## config.mk

```make
export PLATFORM = sky130hd
export DESIGN_NAME = operand_fork
export DESIGN_NICKNAME = d
export VERILOG_FILES = /design/src/rtl/operand_fork_pkg.sv /design/src/rtl/fork_branch_buf.sv /design/src/rtl/operand_fork.sv
export SDC_FILE = /design/constraint.sdc
export NUM_CORES = 1
export LEC_CHECK = 0
export ABC_AREA = 0
export BUFFER_PORTS_ARGS = -buffer_cell sky130_fd_sc_hd__buf_4
export CORE_ASPECT_RATIO = 1.25
export CORE_MARGIN = 4
export CORE_UTILIZATION = 23
export CTS_CLUSTER_SIZE = 40
export DETAILED_ROUTE_END_ITERATION = 16
export SYNTH_ARGS = -nofsm -noshare
export SYNTH_HDL_FRONTEND = slang
export SYNTH_SLANG_ARGS = --single-unit
```

## constraint.sdc

```tcl
create_clock -name clk_i -period 2.2 [get_ports clk_i]
set_clock_uncertainty 0.15 [all_clocks]
set_input_delay 0.66 -clock clk_i [delete_from_list [all_inputs] [get_ports clk_i]]
set_output_delay 0.66 -clock clk_i [all_outputs]
set_load 0.01 [all_outputs]
```

## src/rtl/operand_fork_pkg.sv

```systemverilog
// operand_fork_pkg
//   Shared widths and types for the operand fork stage that splits a packed
//   {B, A} operand pair into two independent valid/ready channels.
//   No ports; imported by fork_branch_buf and operand_fork.
package operand_fork_pkg;

  localparam int DATA_IN_WIDTH = 8;
  localparam int PAIR_WIDTH    = 2 * DATA_IN_WIDTH;
  localparam int BUF_DEPTH     = 2;

  typedef logic [DATA_IN_WIDTH-1:0] operand_t;

  typedef struct packed {
    operand_t b;
    operand_t a;
  } pair_t;

endpackage

```

## src/rtl/fork_branch_buf.sv

```systemverilog
// fork_branch_buf
//   Two-entry synchronous FIFO holding one operand branch of the fork.
//   Ports:
//     clk_i, rst_i  clock, synchronous active-high reset
//     push_i        write data_i into the tail slot
//     data_i        operand to store
//     pop_i         consumer takes the head word (ignored while empty)
//     full_o        both slots occupied
//     valid_o       at least one slot occupied
//     data_o        head word (slot at the read pointer)
//     occ_o         occupancy, 0..2
module fork_branch_buf
  import operand_fork_pkg::*;
#(
  parameter int WIDTH = 8
) (
  input  logic             clk_i,
  input  logic             rst_i,
  input  logic             push_i,
  input  logic [WIDTH-1:0] data_i,
  input  logic             pop_i,
  output logic             full_o,
  output logic             valid_o,
  output logic [WIDTH-1:0] data_o,
  output logic [1:0]       occ_o
);

  localparam logic [1:0] OCC_FULL = 2'(BUF_DEPTH);

  logic [WIDTH-1:0] mem_q [BUF_DEPTH];
  logic             wr_ptr_q, wr_ptr_d;
  logic             rd_ptr_q, rd_ptr_d;
  logic [1:0]       occ_q, occ_d;
  logic             push_eff;
  logic             pop_eff;

  assign full_o  = (occ_q == OCC_FULL);
  assign valid_o = (occ_q != 2'd0);
  assign data_o  = mem_q[rd_ptr_q];
  assign occ_o   = occ_q;

  // Gate locally as well so a stray push into a full buffer or a pop from an
  // empty one can never corrupt the pointers.
  assign push_eff = push_i & ~full_o;
  assign pop_eff  = pop_i & valid_o;

  always_comb begin
    wr_ptr_d = wr_ptr_q;
    rd_ptr_d = rd_ptr_q;
    occ_d    = occ_q;
    if (push_eff) wr_ptr_d = ~wr_ptr_q;
    if (pop_eff)  rd_ptr_d = ~rd_ptr_q;
    case ({push_eff, pop_eff})
      2'b10:   occ_d = occ_q + 2'd1;
      2'b01:   occ_d = occ_q - 2'd1;
      default: occ_d = occ_q;
    endcase
  end

  always_ff @(posedge clk_i) begin
    if (rst_i) begin
      for (int i = 0; i < BUF_DEPTH; i++) mem_q[i] <= '0;
      wr_ptr_q <= 1'b0;
      rd_ptr_q <= 1'b0;
      occ_q    <= 2'd0;
    end else begin
      if (push_eff) mem_q[wr_ptr_q] <= data_i;
      wr_ptr_q <= wr_ptr_d;
      rd_ptr_q <= rd_ptr_d;
      occ_q    <= occ_d;
    end
  end

endmodule

```

## src/rtl/operand_fork.sv

```systemverilog
// operand_fork
//   Splits one packed operand-pair stream ({B, A}) into two independent
//   valid/ready channels, each backed by a 2-entry buffer so one consumer
//   can stall without blocking the other until its buffer fills.
//   Ports:
//     clk_i, rst_i               clock, synchronous active-high reset
//     in_data/in_valid/in_ready  packed pair input {B, A}
//     out_A/out_A_valid/out_A_ready  operand A channel
//     out_B/out_B_valid/out_B_ready  operand B channel
//     occ_A, occ_B               per-branch buffer occupancy, 0..2
module operand_fork #(
  parameter int DATA_IN_WIDTH = operand_fork_pkg::DATA_IN_WIDTH
) (
  input  logic                       clk_i,
  input  logic                       rst_i,
  input  logic [2*DATA_IN_WIDTH-1:0] in_data,
  input  logic                       in_valid,
  output logic                       in_ready,
  output logic [DATA_IN_WIDTH-1:0]   out_A,
  output logic                       out_A_valid,
  input  logic                       out_A_ready,
  output logic [DATA_IN_WIDTH-1:0]   out_B,
  output logic                       out_B_valid,
  input  logic                       out_B_ready,
  output logic [1:0]                 occ_A,
  output logic [1:0]                 occ_B
);

  import operand_fork_pkg::*;

  logic full_a, full_b;
  logic push;

  // in_ready looks only at registered fullness, so downstream ready never
  // ripples back to the source combinationally. Both halves go together.
  assign in_ready = ~full_a & ~full_b & ~rst_i;
  assign push     = in_valid & in_ready;

  fork_branch_buf #(
    .WIDTH (DATA_IN_WIDTH)
  ) u_buf_a (
    .clk_i   (clk_i),
    .rst_i   (rst_i),
    .push_i  (push),
    .data_i  (in_data[DATA_IN_WIDTH-1:0]),
    .pop_i   (out_A_ready),
    .full_o  (full_a),
    .valid_o (out_A_valid),
    .data_o  (out_A),
    .occ_o   (occ_A)
  );

  fork_branch_buf #(
    .WIDTH (DATA_IN_WIDTH)
  ) u_buf_b (
    .clk_i   (clk_i),
    .rst_i   (rst_i),
    .push_i  (push),
    .data_i  (in_data[2*DATA_IN_WIDTH-1:DATA_IN_WIDTH]),
    .pop_i   (out_B_ready),
    .full_o  (full_b),
    .valid_o (out_B_valid),
    .data_o  (out_B),
    .occ_o   (occ_B)
  );

endmodule

```

==> metrics.md <==
| Metric | Value |
|---|---|
| CTS sink cnt | `42` |
| Cell taking the most area after synthesis | `edfxtp_1` |
| Initial Util | `23.90%` |
| Total CTS buffers | `5` |
| Hold Path Class | `reg -> reg` |
| Clock-pin transition on the worst setup and hold timing paths | `about 0.070 ns` |
| Synth cell types | `27` |
| Antenna-violating nets left | `0` |
| Reg power frac | `roughly 47%` |
| Max VDD drop | `0.4501 mV` |
| Via count | `~1.2k` |
| Startpoint types | `flop` |
| RSZ-0062 raised after global routing | `no` |
| Pre-antenna DRT Iters | `4` |
| Endpoints failing setup | `0` |
| Die Area | `approximately 0.01 mm2` |
| Layout cells sized above 1 | `45.64%` |
| Vias/cell | `4.128` |
| Synth Register Bits | `42` |
| Top-count cell post-synth | `edfxtp_1` |
| Net count, final | `between 200 and 250` |
| First-pass GRT wire length | `just over 6 mm` |
| Fillcell total | `814` |
| Synth top area cells | `edfxtp_1, dfxtp_1, mux2_2` |
| Synth top cells by count | `edfxtp_1, and2_1, and3_1, mux2_2, dfxtp_1` |
| Hold Buf Count CTS | `0` |
| Gate Count Post-Synth | `about 140` |
| Max Cap Viol | `0` |
| Slowest cell on the critical path | `dfxtp_2` |
| Layout Utilization | `around a third` |
| Clock Tree Root | `clkbuf_8` |
| Crit Path Max Fanout | `8` |
| Top-area cell type share of the netlist area | `50.73%` |
| Dpl hpwl | `2.831 mm` |
| Final hold slack | `approximately 0.37 ns` |
| CORE AREA | `roughly 0.0079 mm2` |
| Port Buffers | `43` |
| Die Y-Extent | `109.5 um` |
| CP Data Required Time | `1.39 ns` |
| Crit-path max cell delay | `0.45 ns` |
| Clock Latency Late Sink | `about 0.28 ns` |
| Wire length per cell | `between 10 and 15 um` |
| Least-Margin Pin Slew | `about 0.42 ns` |
| Total track usage | `under 10%` |
| Critical path type | `reg -> out` |
| Vias in the first global route | `roughly 1.3k` |
| Comb pwr share | `a little over a third` |
| Clk network pwr share | `18.5%` |
| Sw Share | `30.36%` |
| Avg Cell Area, Syn | `13.63 um2` |
| Net Switching | `0.7653 mW` |
| Ant. Diodes | `0` |
| Minimum clock period | `2.061 ns` |
| Leak pwr | `about 1.1 nW` |
| Final Cycle Share | `93.69%` |
| Sequential element share of the synthesized area | `between 60 and 70%` |
| Final hold vios | `0` |
| Crit path buffers/inverters | `1` |
| Cell Int Power | `approximately 1.8 mW` |
| EDFF count, synth | `32` |
| DRC | `0` |
| Status | `finished, final reports clean` |
| Kind of end point of the critical path | `output pin` |
| I/O Pins | `44` |
| WL final | `between 3 and 4 mm` |
| CP arrival | `1.25 ns` |
| Reg-to-reg startpoint | `u_buf_a.occ_o[0]` |
| Worst Hold Launch | `u_buf_b.rd_ptr_q` |
| Total gr overflow | `0` |
| Worst path cell trace | `mux2_2 -> buf_4` |
| Syn nets | `around 160` |
| CP delay by family, top | `flip-flops` |
| Total Neg Setup Slack | `0 ns` |
| Ys async rst share | `0%` |
| DRT iter0 DRCs | `55` |
| Area Growth Syn to Fin | `31.90%` |
| GP Congestion | `0.7401` |
| CTS H-tree lvls | `2` |
| CTS tree | `yes` |
| Slew HR | `between 70 and 80%` |
| Die W | `approximately 89 um` |
| Final slew viol count | `0` |
| Initial antenna violation count | `0` |
| Post-Synthesis Cell Area | `~0.0019 mm2` |
| Rows | `36` |
| FMAX | `0.4852 GHz` |
| Largest net degree at the start of global routing | `14` |
| Top_reg_cell synth | `edfxtp_1` |
| CTS max path bufs | `2` |
| Warning count from the yosys run | `0` |
| Pwr Density | `about 1000 mW/mm2` |
[worst register-to-register path, delay by kind of cell (launching register included)]
family                   cells  cell delay [ns]
AND/OR/NAND/NOR              3             0.68
flip-flops                   1             0.49
adder cells (fa/ha/maj)      1             0.29
AO/OA/AOI/OAI                1             0.14
buffers and inverters        1             0.04
[stage by stage]
step | cell area [um2] | power, mW | instances | setup WS, ns
6_report | 2499 | 2.521 | 290 | 0.1389
5_1_grt | 2499 | 2.669 | 290 | 0.03021
4_1_cts | 2497 | 2.554 | 290 | 0.1049
3_5_place_dp | 2415 | 2.085 | 282 | -0.02893
3_3_place_gp | 2415 | 2.067 | 282 | 0.03587
2_1_floorplan | 1906 | 1.664 | 139 | 0.01110
[layout by cell type (no fill, tap or decap), types with 2 or more instances in the layout]
master and instances:
mux2_2 16, buf_4 54, and3_1 16, dfxtp_2 3
a21o_1 2, o21ai_0 2, nor2b_4 2, xnor2_1 4
clkbuf_1 3, xor2_1 2, inv_2 2, and2_1 16
or2_1 4, o21bai_1 2, nor2_1 6, a21oi_1 2
nand2_1 2, dfxtp_1 7, or3_1 2, o21a_2 2
clkbuf_8 5, ha_1 2, nor4_4 2, edfxtp_1 32
[final timing paths]
path	endpoint	slack (ns)	depth (start not counted)
min	flop	0.37	2
max reg2reg	u_buf_b.occ_o[1]	0.34	6
max	out_A[4]	0.14	2
min reg2reg	flop	0.37	2
[timing repair]
| action | in CTS | in global routing |
|---|---|---|
| resized for setup | 2 | 1 |
| buffers inserted | 0 | 0 |
| endpoints found under the setup margin | 9 | 1 |
[kinds of logic after synthesis]
logic type / synth area share, %
AO/OA/AOI/OAI: 3.566
XOR/XNOR: 2.774
adder cells (fa/ha/maj): 1.321
buffers and inverters: 2.246
flip-flops: 61.29
multiplexers: 9.511
AND/OR/NAND/NOR: 19.29
[registers in the layout, summed over array words and instances (netlist names), named ones only]
name              count
u_buf_a.mem_q        16
u_buf_a.occ_o         2
u_buf_a.rd_ptr_q      1
u_buf_a.wr_ptr_q      1
u_buf_b.mem_q        16
u_buf_b.occ_o         2
u_buf_b.rd_ptr_q      1
u_buf_b.wr_ptr_q      1
[power by group through the flow]
stage / clock network (mW) / logic [mW] / registers, mW
2_1_floorplan: 0 / 0.551 / 1.11
3_3_place_gp: 0 / 0.882 / 1.19
3_5_place_dp: 0 / 0.896 / 1.19
4_1_cts: 0.478 / 0.899 / 1.18
5_1_grt: 0.501 / 0.965 / 1.20
6_report: 0.466 / 0.881 / 1.17
[per-layer routing]
layer  up-vias  track usage, %  routed length (um)  part of all wire, %
li1        604               -                   -                    -
met1       560           9.640                1690                   43
met2        27           13.91                1906                   49
met3         6           2.774                 256                  6.5
met4         0           3.191                  60                  1.5
met5         -               0                   0                    0
[final cells by class]
| class | instances | area [um2] | area share (%) |
|---|---|---|---|
| sequential | 42 | 1165 | 46.62 |
| timing repair buffer | 55 | 425.4 | 17.03 |
| inverter | 3 | 11.26 | 0.4507 |
| multi-input combinational | 87 | 698.2 | 27.94 |
| clock buffer | 8 | 80.08 | 3.205 |
| tap | 95 | 118.9 | 4.757 |
Note: power is estimated with default switching activity, not from simulation.
